`src/rtl/de10boy_pkg.sv`:
```
//------------------------------------------------------------------------------
// +--------------------------------------------------------------------------+
// | Package     : de10boy_pkg                                                |
// | Description : Shared types and constants for the OAM DMA engine.         |
// | Revision    : 1.0 - initial release                                      |
// +--------------------------------------------------------------------------+
//------------------------------------------------------------------------------
`default_nettype none

package de10boy_pkg;

  // Transfer sequencer states.
  typedef enum logic [1:0] {
    IDLE  = 2'd0,
    START = 2'd1,
    READ  = 2'd2,
    WRITE = 2'd3
  } dma_state_t;

  // Source of the data returned to the CPU one cycle after its access.
  typedef enum logic [1:0] {
    RD_MEM     = 2'd0,
    RD_REG     = 2'd1,
    RD_BLOCKED = 2'd2
  } rd_sel_t;

  localparam logic [15:0] DMA_REG_ADDR = 16'hFF46;
  localparam logic [15:0] OAM_BASE     = 16'hFE00;
  localparam int          DMA_LEN      = 160;

endpackage

`default_nettype wire

```
`src/rtl/oam_dma_controller.sv`:
```
//------------------------------------------------------------------------------
// +--------------------------------------------------------------------------+
// | Module      : oam_dma_controller                                         |
// | Description : FF46 OAM DMA engine. A CPU write to FF46 copies 160 bytes  |
// |               from {value,8'h00} into OAM (FE00-FE9F), arbitrating the   |
// |               single memory-map port between the CPU and the sequencer.  |
// | Revision    : 1.0 - initial release                                      |
// +--------------------------------------------------------------------------+
// Ports:
//   clock      in   system clock (memory map read latency is 1 cycle)
//   reset_n    in   asynchronous active-low reset
//   cpu_addr   in   [15:0] CPU address
//   cpu_wren   in   CPU write strobe
//   cpu_wdata  in   [7:0]  CPU write data
//   cpu_rdata  out  [7:0]  read data returned to the CPU
//   mem_addr   out  [15:0] address to the memory map
//   mem_wren   out  write enable to the memory map
//   mem_wdata  out  [7:0]  write data to the memory map
//   mem_rdata  in   [7:0]  read data from the memory map
//   dma_active out  transfer in progress (OAM unavailable to the PPU)
//------------------------------------------------------------------------------
`default_nettype none

module oam_dma_controller
  import de10boy_pkg::*;
#(
  parameter int unsigned START_DELAY = 1   // cycles from trigger to first bus grab, >= 1
) (
  input  logic        clock,
  input  logic        reset_n,
  input  logic [15:0] cpu_addr,
  input  logic        cpu_wren,
  input  logic [7:0]  cpu_wdata,
  output logic [7:0]  cpu_rdata,
  output logic [15:0] mem_addr,
  output logic        mem_wren,
  output logic [7:0]  mem_wdata,
  input  logic [7:0]  mem_rdata,
  output logic        dma_active
);

  // The delay counter only ever holds START_DELAY-1 down to 0.
  localparam int          DW         = (START_DELAY > 1) ? $clog2(START_DELAY) : 1;
  localparam logic [DW-1:0] DELAY_INIT = DW'(START_DELAY - 1);
  localparam logic [7:0]  LAST_INDEX = 8'(DMA_LEN - 1);

  dma_state_t    state_q,   state_d;
  logic [7:0]    dma_reg_q, dma_reg_d;
  logic [7:0]    index_q,   index_d;
  logic [DW-1:0] delay_q,   delay_d;
  rd_sel_t       rd_sel_q,  rd_sel_d;

  logic          w_is_reg;
  logic          w_trigger;
  logic          w_blocked;
  logic [7:0]    w_src_hi;

  assign w_is_reg  = (cpu_addr == DMA_REG_ADDR);
  // A write to FF46 is honoured in every state, including while the bus is held.
  assign w_trigger = cpu_wren && w_is_reg;
  assign w_blocked = (state_q == READ) || (state_q == WRITE);

  // Sources in E000-FFFF fold down onto the work-RAM echo at C000-DFFF.
  assign w_src_hi  = (dma_reg_q >= 8'hE0) ? (dma_reg_q - 8'h20) : dma_reg_q;

  //----------------------------------------------------------------------------
  // Next-state logic
  //----------------------------------------------------------------------------
  always_comb begin
    state_d   = state_q;
    dma_reg_d = dma_reg_q;
    index_d   = index_q;
    delay_d   = delay_q;

    if (w_blocked)     rd_sel_d = RD_BLOCKED;
    else if (w_is_reg) rd_sel_d = RD_REG;
    else               rd_sel_d = RD_MEM;

    if (w_trigger) begin
      // Fresh start or restart: any in-flight byte is abandoned.
      state_d   = START;
      dma_reg_d = cpu_wdata;
      index_d   = 8'h00;
      delay_d   = DELAY_INIT;
    end else begin
      case (state_q)
        START: begin
          if (delay_q == '0) state_d = READ;
          else               delay_d = delay_q - DW'(1);
        end
        READ: begin
          state_d = WRITE;
        end
        WRITE: begin
          if (index_q == LAST_INDEX) begin
            state_d = IDLE;
            index_d = 8'h00;
          end else begin
            state_d = READ;
            index_d = index_q + 8'h01;
          end
        end
        default: begin
          state_d = state_q;
        end
      endcase
    end
  end

  //----------------------------------------------------------------------------
  // State registers
  //----------------------------------------------------------------------------
  always_ff @(posedge clock or negedge reset_n) begin
    if (!reset_n) begin
      state_q   <= IDLE;
      dma_reg_q <= 8'h00;
      index_q   <= 8'h00;
      delay_q   <= '0;
      rd_sel_q  <= RD_MEM;
    end else begin
      state_q   <= state_d;
      dma_reg_q <= dma_reg_d;
      index_q   <= index_d;
      delay_q   <= delay_d;
      rd_sel_q  <= rd_sel_d;
    end
  end

  //----------------------------------------------------------------------------
  // Bus mux and read return
  //----------------------------------------------------------------------------
  always_comb begin
    // CPU owns the port in IDLE and START; the trigger write itself is swallowed.
    mem_addr  = cpu_addr;
    mem_wdata = cpu_wdata;
    mem_wren  = cpu_wren && !w_is_reg;

    case (state_q)
      READ: begin
        // Low source byte is always 00, so {hi,index} equals base+index.
        mem_addr = {w_src_hi, index_q};
        mem_wren = 1'b0;
      end
      WRITE: begin
        // The byte fetched in READ is on mem_rdata this cycle.
        mem_addr  = OAM_BASE + {8'h00, index_q};
        mem_wdata = mem_rdata;
        mem_wren  = 1'b1;
      end
      default: begin
        mem_addr = cpu_addr;
      end
    endcase

    case (rd_sel_q)
      RD_BLOCKED: cpu_rdata = 8'hFF;
      RD_REG:     cpu_rdata = dma_reg_q;
      default:    cpu_rdata = mem_rdata;
    endcase
  end

  assign dma_active = (state_q != IDLE);

endmodule

`default_nettype wire

```
`config.mk`:
```
export PLATFORM = sky130hd
export DESIGN_NAME = oam_dma_controller
export DESIGN_NICKNAME = d
export VERILOG_FILES = /design/src/rtl/de10boy_pkg.sv /design/src/rtl/oam_dma_controller.sv
export SDC_FILE = /design/constraint.sdc
export NUM_CORES = 1
export LEC_CHECK = 0
export BUFFER_PORTS_ARGS = -buffer_cell sky130_fd_sc_hd__clkbuf_2
export CORE_ASPECT_RATIO = 0.6
export CORE_MARGIN = 1
export CORE_UTILIZATION = 42
export CTS_CLUSTER_DIAMETER = 40
export DETAILED_ROUTE_END_ITERATION = 16
export PLACE_DENSITY = 0.76
export SLEW_MARGIN = 10
export SYNTH_ARGS = -nofsm -noshare
export SYNTH_HDL_FRONTEND = slang
export SYNTH_SLANG_ARGS = --single-unit
```
`constraint.sdc`:
```
create_clock -name clock -period 1.6 [get_ports clock]
set_input_delay 0.16 -clock clock [delete_from_list [all_inputs] [get_ports clock]]
set_output_delay 0.16 -clock clock [all_outputs]
set_load 0.05 [all_outputs]
```
==> out/summary.log, run 1 <==
[synth] netlist area before placement 0.00147 mm^2
[synth] most used flip-flop cell after synthesis sky130_fd_sc_hd__dfrtp_1
[critical_path] Setup CP Type register to output port
[power_and_ir_drop] post-layout power 0.00162 W
[grt] number of global-route vias before repair 1,429
[grt] antenna violations before repair 0
[route] TritonRoute pass-1 iters 5
[clock_tree] clock sink count 20
[grt] global-route met2 utilization 0.418
[sta] minimum period implied by the final worst setup slack 1.67 ns
[synth] post-synth top area cell sky130_fd_sc_hd__dfrtp_1
[synth] net count after synthesis 220
[synth] sequential-to-total area share from yosys stat 0.342
[die] core box area 0.00328 mm^2
[sta] PnR worst setup slack -0.0704 ns
[power_and_ir_drop] net switching power 0.000614 W
[outcome] run status finished with violations
[synth] count of mapped cells out of synthesis 181
[sta] Worst Max-Slew Pin Slew 0.521 ns
[grt] maximum number of pins on one net before global-route repair 21
[synth] most area-consuming cells after synthesis sky130_fd_sc_hd__dfrtp_1 (34%), sky130_fd_sc_hd__nand2_1 (11%), sky130_fd_sc_hd__a21oi_1 (7.5%), sky130_fd_sc_hd__mux2_2 (6.1%), sky130_fd_sc_hd__mux2_4 (6.1%)
[run] max_cap viols 0
[placement] GPL Wtd Cong 0.823
[sta] Final Max Slew Viols 0
[final_layout] total inserted antenna cells 0
[critical_path] Worst setup SP type register
[power_and_ir_drop] Internal Power 0.00100 W
[route] routed len/inst 17.8 um
[critical_path] crit path max-delay cell type sky130_fd_sc_hd__dfrtp_1
[final_layout] fraction of the core area covered by cells at the end of the flow 0.773
[final_layout] share of cells above drive strength 1 0.602
[synth] post-synthesis compound-gate area fraction 0.144
[die] Initial Util 0.446
[sta] # setup viols final 9
[power_and_ir_drop] power density normalized to cell area 637 mW/mm^2
[route] Via-to-Cell Ratio 5.63
[die] total number of placement rows 16
[synth] xor/xnor share of the synthesized area 0.0179
[clock_tree] clock latency on the worst-skew pair 0.26 ns
[critical_path] arrival time at the worst endpoint 1.51 ns
[critical_path] CP cell instances inv_2, ha_4, a21oi_1, o21ai_2, buf_8
[synth] area share of and/or/nand/nor cells after synthesis 0.276
[critical_path] Largest stage delay, worst path 0.42 ns
[synth] fraction of the mapped netlist area in adder cells 0.0342
[outcome] violated checks setup timing
[power_and_ir_drop] combinational share of power 0.385
[clock_tree] clock transition at the registers of the reported paths 0.08 ns
[route] DRC viols 0
[final_layout] filler cell count 210
[final_layout] area growth from synthesis to final layout 73.2%
[sta] highest attainable clock frequency 599 MHz
[critical_path] category of cells accounting for the largest share of critical-path delay flip-flops
[die] Die Ht 47.8 um
[synth] unique cell type count in the Yosys netlist 34
[power_and_ir_drop] sequential power share 0.368
[power_and_ir_drop] maximum resistive drop on vdd 0.377 mV
[final_layout] leading cell type in the layout, fill and taps excluded sky130_fd_sc_hd__clkbuf_2
[grt] total routing resource utilization after global routing 0.270
[sta] relative slew slack 0.652
[synth] share of Yosys cell area claimed by the top area cell type 0.342
[final_layout] non-filler instance count after layout 309
[synth] Post-synth EDFFs 0
[route] number of nets with antenna violations after routing 0
[min_path] path class of the lowest-slack min-delay path input port to register
[placement] placed instance count 299
[critical_path] register-to-register setup slack 0.04 ns
[synth] flip-flop and latch count after synthesis 20
[sta] total count of hold-check failures in the final report 0
[critical_path] Critical Path RT 1.44 ns
[clock_tree] clock root buffer master sky130_fd_sc_hd__clkbuf_8
[final_layout] final net count 304
[synth] post-synthesis area per instance 8.09 um^2
[clock_tree] number of buffers on the longest clock path 2
[route] number of DRC markers in iteration 0 225
[sta] post-route worst hold slack 0.147 ns
[placement] Detailed Place HPWL 3380 um
[route] vias after detailed routing 1,740
[synth] share of synthesized area spent on multiplexers 0.123
[synth] share of flip-flops with an asynchronous set or reset after synthesis 1.00
[route] final wirelength 5500 um
[final_layout] cell area after layout 0.00254 mm^2
[die] Boundary Pins 69
[die] Chip Width 78.3 um
[die] floorplan die area 0.00374 mm^2
[clock_tree] number of buffers added by the clock tree synthesis step 3
[grt] met1 track utilization from global routing 0.392
[clock_tree] level count of the clock H-tree 1
[grt] GR Util met3 0.0590
[placement] Buffers on Ports 68
[synth] number of warnings reported in the yosys synthesis log 0
[sta] Tcrit/Tclk final 1.04
[power_and_ir_drop] leak pwr 1.18 nW
[power_and_ir_drop] net switching share of the total power 0.379
[critical_path] Worst setup EP type output port
[grt] first-pass GRT wire length 7310 um
[critical_path] maximum fanout count along the critical path 8
[synth] main combinational cell family by area after synthesis simple AND/OR/NAND/NOR gates
[sta] Clock Skew 0.00413 ns
[power_and_ir_drop] power share of the clock group 0.247
[sta] RSZ-0062 raised after global routing yes
[placement] Placed Instance Area 0.00200 mm^2
[grt] total congestion overflow 0
[grt] Most Used Layer, Global Route met2
[critical_path] combined buffer and inverter count along the critical path 2
[clock_tree] CTS tree yes
[final_layout] most frequent cells in the layout sky130_fd_sc_hd__clkbuf_2 (39), sky130_fd_sc_hd__nand2_1 (28), sky130_fd_sc_hd__buf_4 (20), sky130_fd_sc_hd__dfrtp_1 (19), sky130_fd_sc_hd__buf_6 (17)
## synthesized netlist by cell type (2+ instances only)
library cell               count
sky130_fd_sc_hd__a21oi_1      22
sky130_fd_sc_hd__and2_1        3
sky130_fd_sc_hd__and3_1        3
sky130_fd_sc_hd__buf_1         3
sky130_fd_sc_hd__clkbuf_1      7
sky130_fd_sc_hd__dfrtp_1      20
sky130_fd_sc_hd__ha_1          4
sky130_fd_sc_hd__inv_1         5
sky130_fd_sc_hd__mux2_2        8
sky130_fd_sc_hd__mux2_4        6
sky130_fd_sc_hd__nand2_1      43
sky130_fd_sc_hd__nand3_1       3
sky130_fd_sc_hd__nand4_1       6
sky130_fd_sc_hd__nor2_1       15
sky130_fd_sc_hd__o21ai_0      10
sky130_fd_sc_hd__o21ai_1       2
sky130_fd_sc_hd__or3_1         2
sky130_fd_sc_hd__xor2_1        3
## final cells by class
| cell class | instances | area (um^2) | area share |
|---|---|---|---|
| multi-input cells | 143 | 1120 | 0.443 |
| repair buffers | 92 | 781 | 0.308 |
| flip-flops and latches | 20 | 502 | 0.198 |
| well taps | 45 | 56.3 | 0.0222 |
| clock buffers | 4 | 55.1 | 0.0217 |
| inverters | 5 | 18.8 | 0.00740 |
## metal layers
| layer | vias to the layer above | routed length (um) |
|---|---|---|
| li1 | 790 | - |
| met1 | 833 | 2300 |
| met2 | 99 | 2550 |
| met3 | 18 | 547 |
| met4 | 0 | 104 |
| met5 | - | 0 |
## sequential cells by signal (all words and copies together), names as in the netlist
signal	cells
state_q	2
index_q	8
rd_sel_q	2
dma_reg_q	8
## final timing paths
check / from / to / depth (start not counted)
worst max-delay path: rd_sel_q[1]$_DFF_PN0_ / cpu_rdata[3] / 5
worst min-delay path: cpu_wdata[6] / dma_reg_q[6]$_DFFE_PN0N_ / 3
worst max register to register: index_q[0]$_DFFE_PN0P_ / index_q[7]$_DFFE_PN0P_ / 5
worst min register to register: index_q[7]$_DFFE_PN0P_ / index_q[7]$_DFFE_PN0P_ / 1
max in group asynchronous: reset_n / state_q[1]$_DFFE_PN0P_ / 2
min in group asynchronous: reset_n / state_q[0]$_DFFE_PN0P_ / 2
## power by group through the flow
| stage | Combinational, W | Sequential (W) | Clock (W) |
|---|---|---|---|
| floorplan | 0.000345 | 0.000596 | 0 |
| CTS | 0.000562 | 0.000593 | 0.000393 |
| finish | 0.000622 | 0.000595 | 0.000400 |
| global placement | 0.000527 | 0.000601 | 0 |
| global route | 0.000645 | 0.000602 | 0.000419 |
| detailed placement | 0.000533 | 0.000602 | 0 |
## per-stage QoR
step / setup TNS, ns / worst slack, ns
after detailed placement: -0.490 / -0.0834
after floorplan: -2.32 / -0.228
after global placement: -0.340 / -0.0571
final: -0.263 / -0.0704
after global routing: -0.782 / -0.108
after CTS: -0.0380 / -0.0222
## cell families after synthesis
group                      after synthesis
and+or+nand+nor                         83
muxes                                   14
AOI/OAI and AO/OA                       39
xor gates and xnor gates                 3
DFF                                     20
buffers and inverters                   18
adders and majority gates                4
## worst reg2reg max path: cells and delay by family (launching register included)
| family | cells | cell delay [ns] |
|---|---|---|
| compound gates | 2 | 0.51 |
| fa+ha+maj | 1 | 0.21 |
| simple gates | 2 | 0.34 |
| flops | 1 | 0.40 |
## repair_timing
action	4_1_cts	5_1_grt
hold buffers	1	0
cloned	1	0
endpoints found under the setup margin	27	28
buffers inserted	5	0
pin swaps	8	8
resized for setup	57	73
endpoints found under the hold margin	20	0
No activity file was read; power rests on OpenSTA's default activity.
==> inputs of run 2 (changes only) <==
Settings changed: CORE_UTILIZATION 42 to 43, CTS_BUF_LIST set to sky130_fd_sc_hd__clkbuf_8, PLACE_DENSITY 0.76 to 0.78.
==> out/summary.log, run 2 (synthesis results as in run 1) <==
[grt] GR Util met3 0.0583 [-0.000795]
[critical_path] Critical Path RT 1.44 ns [about the same]
[route] final wirelength 5260 um [-4.4%]
[final_layout] fraction of the core area covered by cells at the end of the flow 0.796 [+0.0235]
[route] TritonRoute pass-1 iters 4 [-1]
[sta] Clock Skew 0.00871 ns [+0.00458 ns]
[grt] global-route met2 utilization 0.428 [+0.0108]
[route] number of nets with antenna violations after routing 0 [unchanged]
[clock_tree] CTS tree yes
[route] routed len/inst 17.3 um [-2.5%]
[sta] Final Max Slew Viols 0 [unchanged]
[grt] antenna violations before repair 0 [unchanged]
[grt] first-pass GRT wire length 7220 um [-1.3%]
[critical_path] worst setup path end mem_addr[14]
[final_layout] total inserted antenna cells 0 [unchanged]
[critical_path] register-to-register setup slack 0.10 ns [+0.06 ns]
[critical_path] combined buffer and inverter count along the critical path 2 [unchanged]
[critical_path] arrival time at the worst endpoint 1.51 ns [about the same]
[critical_path] CP startpoint dma_reg_q[5]$_DFFE_PN0N_
[placement] Detailed Place HPWL 3500 um [+3.6%]
[route] Via-to-Cell Ratio 5.47 [-2.9%]
[final_layout] most frequent cells in the layout sky130_fd_sc_hd__clkbuf_2 (39), sky130_fd_sc_hd__nand2_1 (32), sky130_fd_sc_hd__buf_4 (22), sky130_fd_sc_hd__dfrtp_1 (19), sky130_fd_sc_hd__a21oi_1 (16)
[grt] total congestion overflow 0 [unchanged]
[die] Boundary Pins 69 [unchanged]
[run] max_cap viols 0 [unchanged]
[sta] total count of hold-check failures in the final report 0 [unchanged]
[final_layout] area growth from synthesis to final layout 66.3%
[critical_path] total stage count of the critical path 6 [+1]
[sta] Tcrit/Tclk final 1.05 [+0.00204]
[critical_path] maximum fanout count along the critical path 2 [-6]
[sta] relative slew slack 0.673 [+0.0201]
[critical_path] Worst setup SP type register
[final_layout] share of cells above drive strength 1 0.567 [-0.0352]
[grt] maximum number of pins on one net before global-route repair 26 [+24%]
[route] vias after detailed routing 1,657 [-4.8%]
[clock_tree] level count of the clock H-tree 1 [unchanged]
[critical_path] Worst R2R End index_q[7]$_DFFE_PN0P_
[die] Initial Util 0.479 [+0.0327]
[critical_path] Worst setup EP type output port
[power_and_ir_drop] maximum resistive drop on vdd 0.745 mV [+98%]
[min_path] path class of the lowest-slack min-delay path input port to register
[critical_path] worst flop-to-flop path startpoint index_q[0]$_DFFE_PN0P_
[final_layout] final net count 301 [-0.99%]
[sta] RSZ-0062 raised after global routing yes
[critical_path] Setup CP Type register to output port
[final_layout] Top Registers dma_reg_q x8, index_q x8
[power_and_ir_drop] post-layout power 0.00172 W [+6.6%]
[placement] Placed Instance Area 0.00198 mm^2 [-0.69%]
[sta] PnR worst setup slack -0.0737 ns [-0.00327 ns]
[die] Die Ht 47.2 um [-1.1%]
[die] total number of placement rows 15 [-1]
[critical_path] Register-to-Register Path Depth 5 [unchanged]
[sta] # setup viols final 9 [unchanged]
[grt] total routing resource utilization after global routing 0.268 [-0.00239]
[final_layout] leading cell type in the layout, fill and taps excluded sky130_fd_sc_hd__clkbuf_2
[critical_path] CP cell instances inv_2, ha_4, a31oi_4, nor2_2, a21oi_2, buf_8
[placement] Buffers on Ports 68 [unchanged]
[die] Chip Width 77.4 um [-1.1%]
[grt] Most Used Layer, Global Route met2
[route] DRC viols 0 [unchanged]
[power_and_ir_drop] leak pwr 1.15 nW [-2.4%]
[grt] met1 track utilization from global routing 0.383 [-0.00929]
[critical_path] Largest stage delay, worst path 0.40 ns [-0.02 ns]
[placement] GPL Wtd Cong 0.826 [+0.34%]
[clock_tree] number of buffers added by the clock tree synthesis step 3 [unchanged]
[power_and_ir_drop] power density normalized to cell area 708 mW/mm^2 [+11%]
[placement] Setup Slack @ Placement -0.0866 ns [-0.00320 ns]
[outcome] violated checks setup timing
[clock_tree] number of buffers on the longest clock path 2 [unchanged]
[sta] Worst Max-Slew Pin Slew 0.491 ns [-0.0302 ns]
[route] number of DRC markers in iteration 0 114 [-49%]
[outcome] run status finished with violations
[clock_tree] clock transition at the registers of the reported paths 0.08 ns [about the same]
[final_layout] non-filler instance count after layout 303 [-1.9%]
[die] core box area 0.00306 mm^2 [-6.8%]
[sta] highest attainable clock frequency 597 MHz [-0.20%]
[clock_tree] clock latency on the worst-skew pair 0.26 ns [about the same]
[critical_path] category of cells accounting for the largest share of critical-path delay flip-flops
[clock_tree] clock root buffer master sky130_fd_sc_hd__clkbuf_8
[grt] number of global-route vias before repair 1,463 [+2.4%]
[clock_tree] clock sink count 20 [unchanged]
[placement] placed instance count 293 [-2.0%]
[final_layout] cell area after layout 0.00244 mm^2 [-4.0%]
[sta] minimum period implied by the final worst setup slack 1.67 ns [+0.00327 ns]
[die] floorplan die area 0.00365 mm^2 [-2.2%]
[critical_path] crit path max-delay cell type sky130_fd_sc_hd__dfrtp_1
-- run 2: cell types whose count changed in the layout (fill, tap and decap cells not counted), moves of 3 or more --
cell / previous run / this run
sky130_fd_sc_hd__o21ai_2: 4 / 7
sky130_fd_sc_hd__a21oi_4: 4 / 1
sky130_fd_sc_hd__o21ai_4: 5 / 2
sky130_fd_sc_hd__nand2_1: 28 / 32
sky130_fd_sc_hd__buf_6: 17 / 9
sky130_fd_sc_hd__a21oi_1: 12 / 16
-- run 2: worst min-delay path by stage --
stage | from | to | cells past startpoint
6_report | cpu_wdata[1] | dma_reg_q[1]$_DFFE_PN0N_ | 2
3_3_place_gp | reset_n | index_q[7]$_DFFE_PN0P_ | 1
2_1_floorplan | reset_n | dma_reg_q[0]$_DFFE_PN0N_ | 0
4_1_cts | cpu_wdata[3] | dma_reg_q[3]$_DFFE_PN0N_ | 2
3_5_place_dp | reset_n | index_q[5]$_DFFE_PN0P_ | 1
5_1_grt | cpu_wdata[4] | dma_reg_q[4]$_DFFE_PN0N_ | 2
-- run 2: what timing repair did --
item / CTS / global route
cloned: 0 / 0
setup buffers: 5 / 0
hold endpoints to repair: 20 / 0
gates resized for setup: 55 / 49
hold buffers: 1 / 0
pin swaps: 5 / 4
setup endpoints to repair: 28 / 26
-- run 2: where the power goes --
| part | internal [W] | switching (W) |
|---|---|---|
| Sequential | 0.000547 | 0.0000370 |
| Clock | 0.000334 | 0.000170 |
| Combinational | 0.000250 | 0.000386 |
| Total | 0.00113 | 0.000593 |
-- run 2: layout make-up --
cell class | instances | area (um^2)
repair buffers | 89 | 744
flip-flops and latches | 20 | 502
clock buffers | 3 | 41.3
clock inverters | 1 | 30.0
fillers | 200 | 623
well taps | 42 | 52.6
multi-input cells | 143 | 1050
inverters | 5 | 18.8
-- run 2: per-layer routing --
metal / vias up / wire, um / share of wire
met2: 70 / 2530 / 0.48
met5: - / 0 / 0
li1: 781 / - / -
met1: 802 / 2360 / 0.45
met3: 4 / 361 / 0.069
met4: 0 / 11 / 0.0021
-- run 2: worst register-to-register path, stage by stage, from the launching register on --
cell	delay, ns
sky130_fd_sc_hd__dfrtp_1	0.38
sky130_fd_sc_hd__ha_1	0.22
sky130_fd_sc_hd__nor4bb_1	0.13
sky130_fd_sc_hd__and2_1	0.21
sky130_fd_sc_hd__a31o_2	0.23
sky130_fd_sc_hd__a311oi_1	0.24
-- run 2: stage by stage --
step | hold slack, ns | setup TNS (ns)
6_report | 0.148 | -0.260
3_5_place_dp | 0.141 | -0.846
3_3_place_gp | 0.140 | -0.217
4_1_cts | 0.146 | -0.0817
2_1_floorplan | -0.136 | -2.32
5_1_grt | 0.146 | -0.608
==> inputs of run 3 (changes only) <==
Settings changed: PLACE_DENSITY 0.78 to unset, PLACE_DENSITY_LB_ADDON set to 0.2.
==> out/summary.log, run 3 (synthesis results as in run 1) <==
[clock_tree] clock root buffer master sky130_fd_sc_hd__clkbuf_8
[grt] total congestion overflow 0 [unchanged]
[die] Die Ht 47.2 um [unchanged]
[critical_path] maximum fanout count along the critical path 8 [+6]
[route] vias after detailed routing 1,925 [+16%]
[die] Initial Util 0.479 [unchanged]
[grt] maximum number of pins on one net before global-route repair 21 [-19%]
[critical_path] CP cell instances inv_2, ha_4, a21oi_2, o21ai_1, clkbuf_8
[final_layout] share of cells above drive strength 1 0.639 [+0.0720]
[final_layout] cell area after layout 0.00268 mm^2 [+9.9%]
[clock_tree] clock latency on the worst-skew pair 0.27 ns [about the same]
[die] total number of placement rows 15 [unchanged]
[sta] Worst Max-Slew Pin Slew 0.533 ns [+0.0420 ns]
[outcome] violated checks setup timing
[final_layout] combined area of the multi-input logic cells 0.00114 mm^2 [+9.1%]
[run] max_cap viols 0 [unchanged]
[critical_path] Largest stage delay, worst path 0.42 ns [+0.02 ns]
[route] TritonRoute pass-1 iters 5 [+1]
[route] routed len/inst 22.4 um [+29%]
[clock_tree] clock sink count 20 [unchanged]
[route] number of nets with antenna violations after routing 0 [unchanged]
[final_layout] footprint of the flip-flops and latches 503 um^2 [+0.25%]
[power_and_ir_drop] leak pwr 1.22 nW [+6.4%]
[power_and_ir_drop] maximum resistive drop on vdd 0.681 mV [-8.6%]
[final_layout] total inserted antenna cells 0 [unchanged]
[clock_tree] CTS tree yes
[final_layout] Top Registers dma_reg_q x8, index_q x8
[min_path] path class of the lowest-slack min-delay path input port to register
[critical_path] Setup CP Type register to output port
[sta] RSZ-0062 raised after global routing yes
[grt] antenna violations before repair 0 [unchanged]
[die] core box area 0.00306 mm^2 [unchanged]
[power_and_ir_drop] power density normalized to cell area 629 mW/mm^2 [-11%]
[critical_path] crit path max-delay cell type sky130_fd_sc_hd__dfrtp_1
[grt] number of global-route vias before repair 1,544 [+5.5%]
[clock_tree] clock transition at the registers of the reported paths 0.08 ns [about the same]
[final_layout] filler cell count 131 [-35%]
[critical_path] arrival time at the worst endpoint 1.58 ns [+0.07 ns]
[sta] Final Max Slew Viols 0 [unchanged]
[die] floorplan die area 0.00365 mm^2 [unchanged]
[grt] total routing resource utilization after global routing 0.290 [+0.0221]
[sta] PnR worst setup slack -0.140 ns [-0.0662 ns]
[placement] Setup Slack @ Placement -0.0830 ns [+0.00353 ns]
[final_layout] final net count 306 [+1.7%]
[sta] Tcrit/Tclk final 1.09 [+0.0414]
[clock_tree] number of buffers added by the clock tree synthesis step 3 [unchanged]
[outcome] run status finished with violations
[final_layout] most frequent cells in the layout sky130_fd_sc_hd__clkbuf_2 (34), sky130_fd_sc_hd__nand2_1 (29), sky130_fd_sc_hd__buf_4 (24), sky130_fd_sc_hd__dfrtp_1 (18)
[placement] GPL Wtd Cong 0.826 [about the same]
[critical_path] Worst setup SP type register
[placement] Buffers on Ports 68 [unchanged]
[sta] Clock Skew 0.00445 ns [-0.00427 ns]
[die] Boundary Pins 69 [unchanged]
[route] number of DRC markers in iteration 0 263 [+130%]
[sta] total count of hold-check failures in the final report 0 [unchanged]
[route] final wirelength 6910 um [+31%]
[clock_tree] level count of the clock H-tree 1 [unchanged]
[critical_path] Worst setup EP type output port
[placement] Placed Instance Area 0.00205 mm^2 [+3.4%]
[clock_tree] number of buffers on the longest clock path 2 [unchanged]
[placement] Detailed Place HPWL 3520 um [+0.40%]
[route] Via-to-Cell Ratio 6.25 [+14%]
[die] Chip Width 77.4 um [unchanged]
[sta] # setup viols final 11 [+2]
[sta] highest attainable clock frequency 575 MHz [-3.8%]
[sta] relative slew slack 0.644 [-0.0280]
[route] DRC viols 0 [unchanged]
[grt] first-pass GRT wire length 7700 um [+6.7%]
[final_layout] fraction of the core area covered by cells at the end of the flow 0.875 [+0.0789]
[sta] minimum period implied by the final worst setup slack 1.74 ns [+0.0662 ns]
[final_layout] leading cell type in the layout, fill and taps excluded sky130_fd_sc_hd__clkbuf_2
[final_layout] area growth from synthesis to final layout 82.7%
[critical_path] Critical Path RT 1.44 ns [about the same]
-- run 3: cell count changes in the layout (fill, tap and decap cells not counted), moves of 3 or more --
cell and delta:
sky130_fd_sc_hd__a21oi_2 +6, sky130_fd_sc_hd__o21ai_2 -5, sky130_fd_sc_hd__buf_12 +4, sky130_fd_sc_hd__a21oi_1 -9
sky130_fd_sc_hd__o21ai_4 +3, sky130_fd_sc_hd__nand2_1 -3, sky130_fd_sc_hd__nand2_2 +4, sky130_fd_sc_hd__a21oi_4 +3
sky130_fd_sc_hd__clkbuf_2 -5, sky130_fd_sc_hd__buf_6 +5
-- run 3: timing repair --
item,in CTS,in global routing
setup buffers,5,2
endpoints found under the hold margin,20,0
pin swaps,5,16
hold buffers,1,0
setup endpoints to repair,25,32
gates resized for setup,38,119
gates cloned,1,1
-- run 3: metrics by stage --
step / TNS, ns / instances / power [W] / hold WS (ns)
after detailed placement: -0.703 / 294 / 0.00114 / 0.151
after global routing: -1.10 / 308 / 0.00173 / 0.137
final: -0.786 / 308 / 0.00168 / 0.138
after global placement: -0.313 / 294 / 0.00113 / 0.142
after CTS: -0.0561 / 305 / 0.00153 / 0.139
after floorplan: -2.32 / 181 / 0.000942 / -0.136
-- run 3: path summary, 6_finish.rpt --
path | slack [ns] | startpoint | cells after the start | endpoint
setup / recovery | -0.14 | rd_sel_q[1]$_DFF_PN0_ | 5 | cpu_rdata[4]
max in group asynchronous | 0.81 | reset_n | 2 | state_q[1]$_DFFE_PN0P_
hold reg to reg | 0.55 | index_q[7]$_DFFE_PN0P_ | 1 | index_q[7]$_DFFE_PN0P_
min in group asynchronous | 0.40 | reset_n | 2 | index_q[7]$_DFFE_PN0P_
setup reg to reg | 0.02 | index_q[0]$_DFFE_PN0P_ | 5 | index_q[5]$_DFFE_PN0P_
hold / removal | 0.14 | cpu_wdata[3] | 2 | dma_reg_q[3]$_DFFE_PN0N_
-- run 3: worst max-delay path: cells and delay by family (launching register included) --
family,cells,cell delay (ns)
buf+inv,2,0.32
fa+ha+maj,1,0.27
compound gates,2,0.30
flops,1,0.42
-- run 3: cell type report --
type,count,area share
multi-input cells,143,0.427
repair buffers,94,0.337
flip-flops and latches,20,0.188
clock buffers,4,0.0206
well taps,42,0.0196
inverters,5,0.00794
-- run 3: power breakdown --
| part | switching [W] | internal (W) | leakage [nW] |
|---|---|---|---|
| Sequential | 0.0000499 | 0.000546 | 0.234 |
| Clock | 0.000178 | 0.000220 | 0.0288 |
| Combinational | 0.000418 | 0.000272 | 0.962 |
-- run 3: layer usage --
layer  global-route usage  vias up  routed length [um]
li1                     -      800                   -
met3               0.0699       33                 784
met4               0.0906        0                 314
met5                    0        -                   0
met1                0.400      917                2630
met2                0.460      175                3180
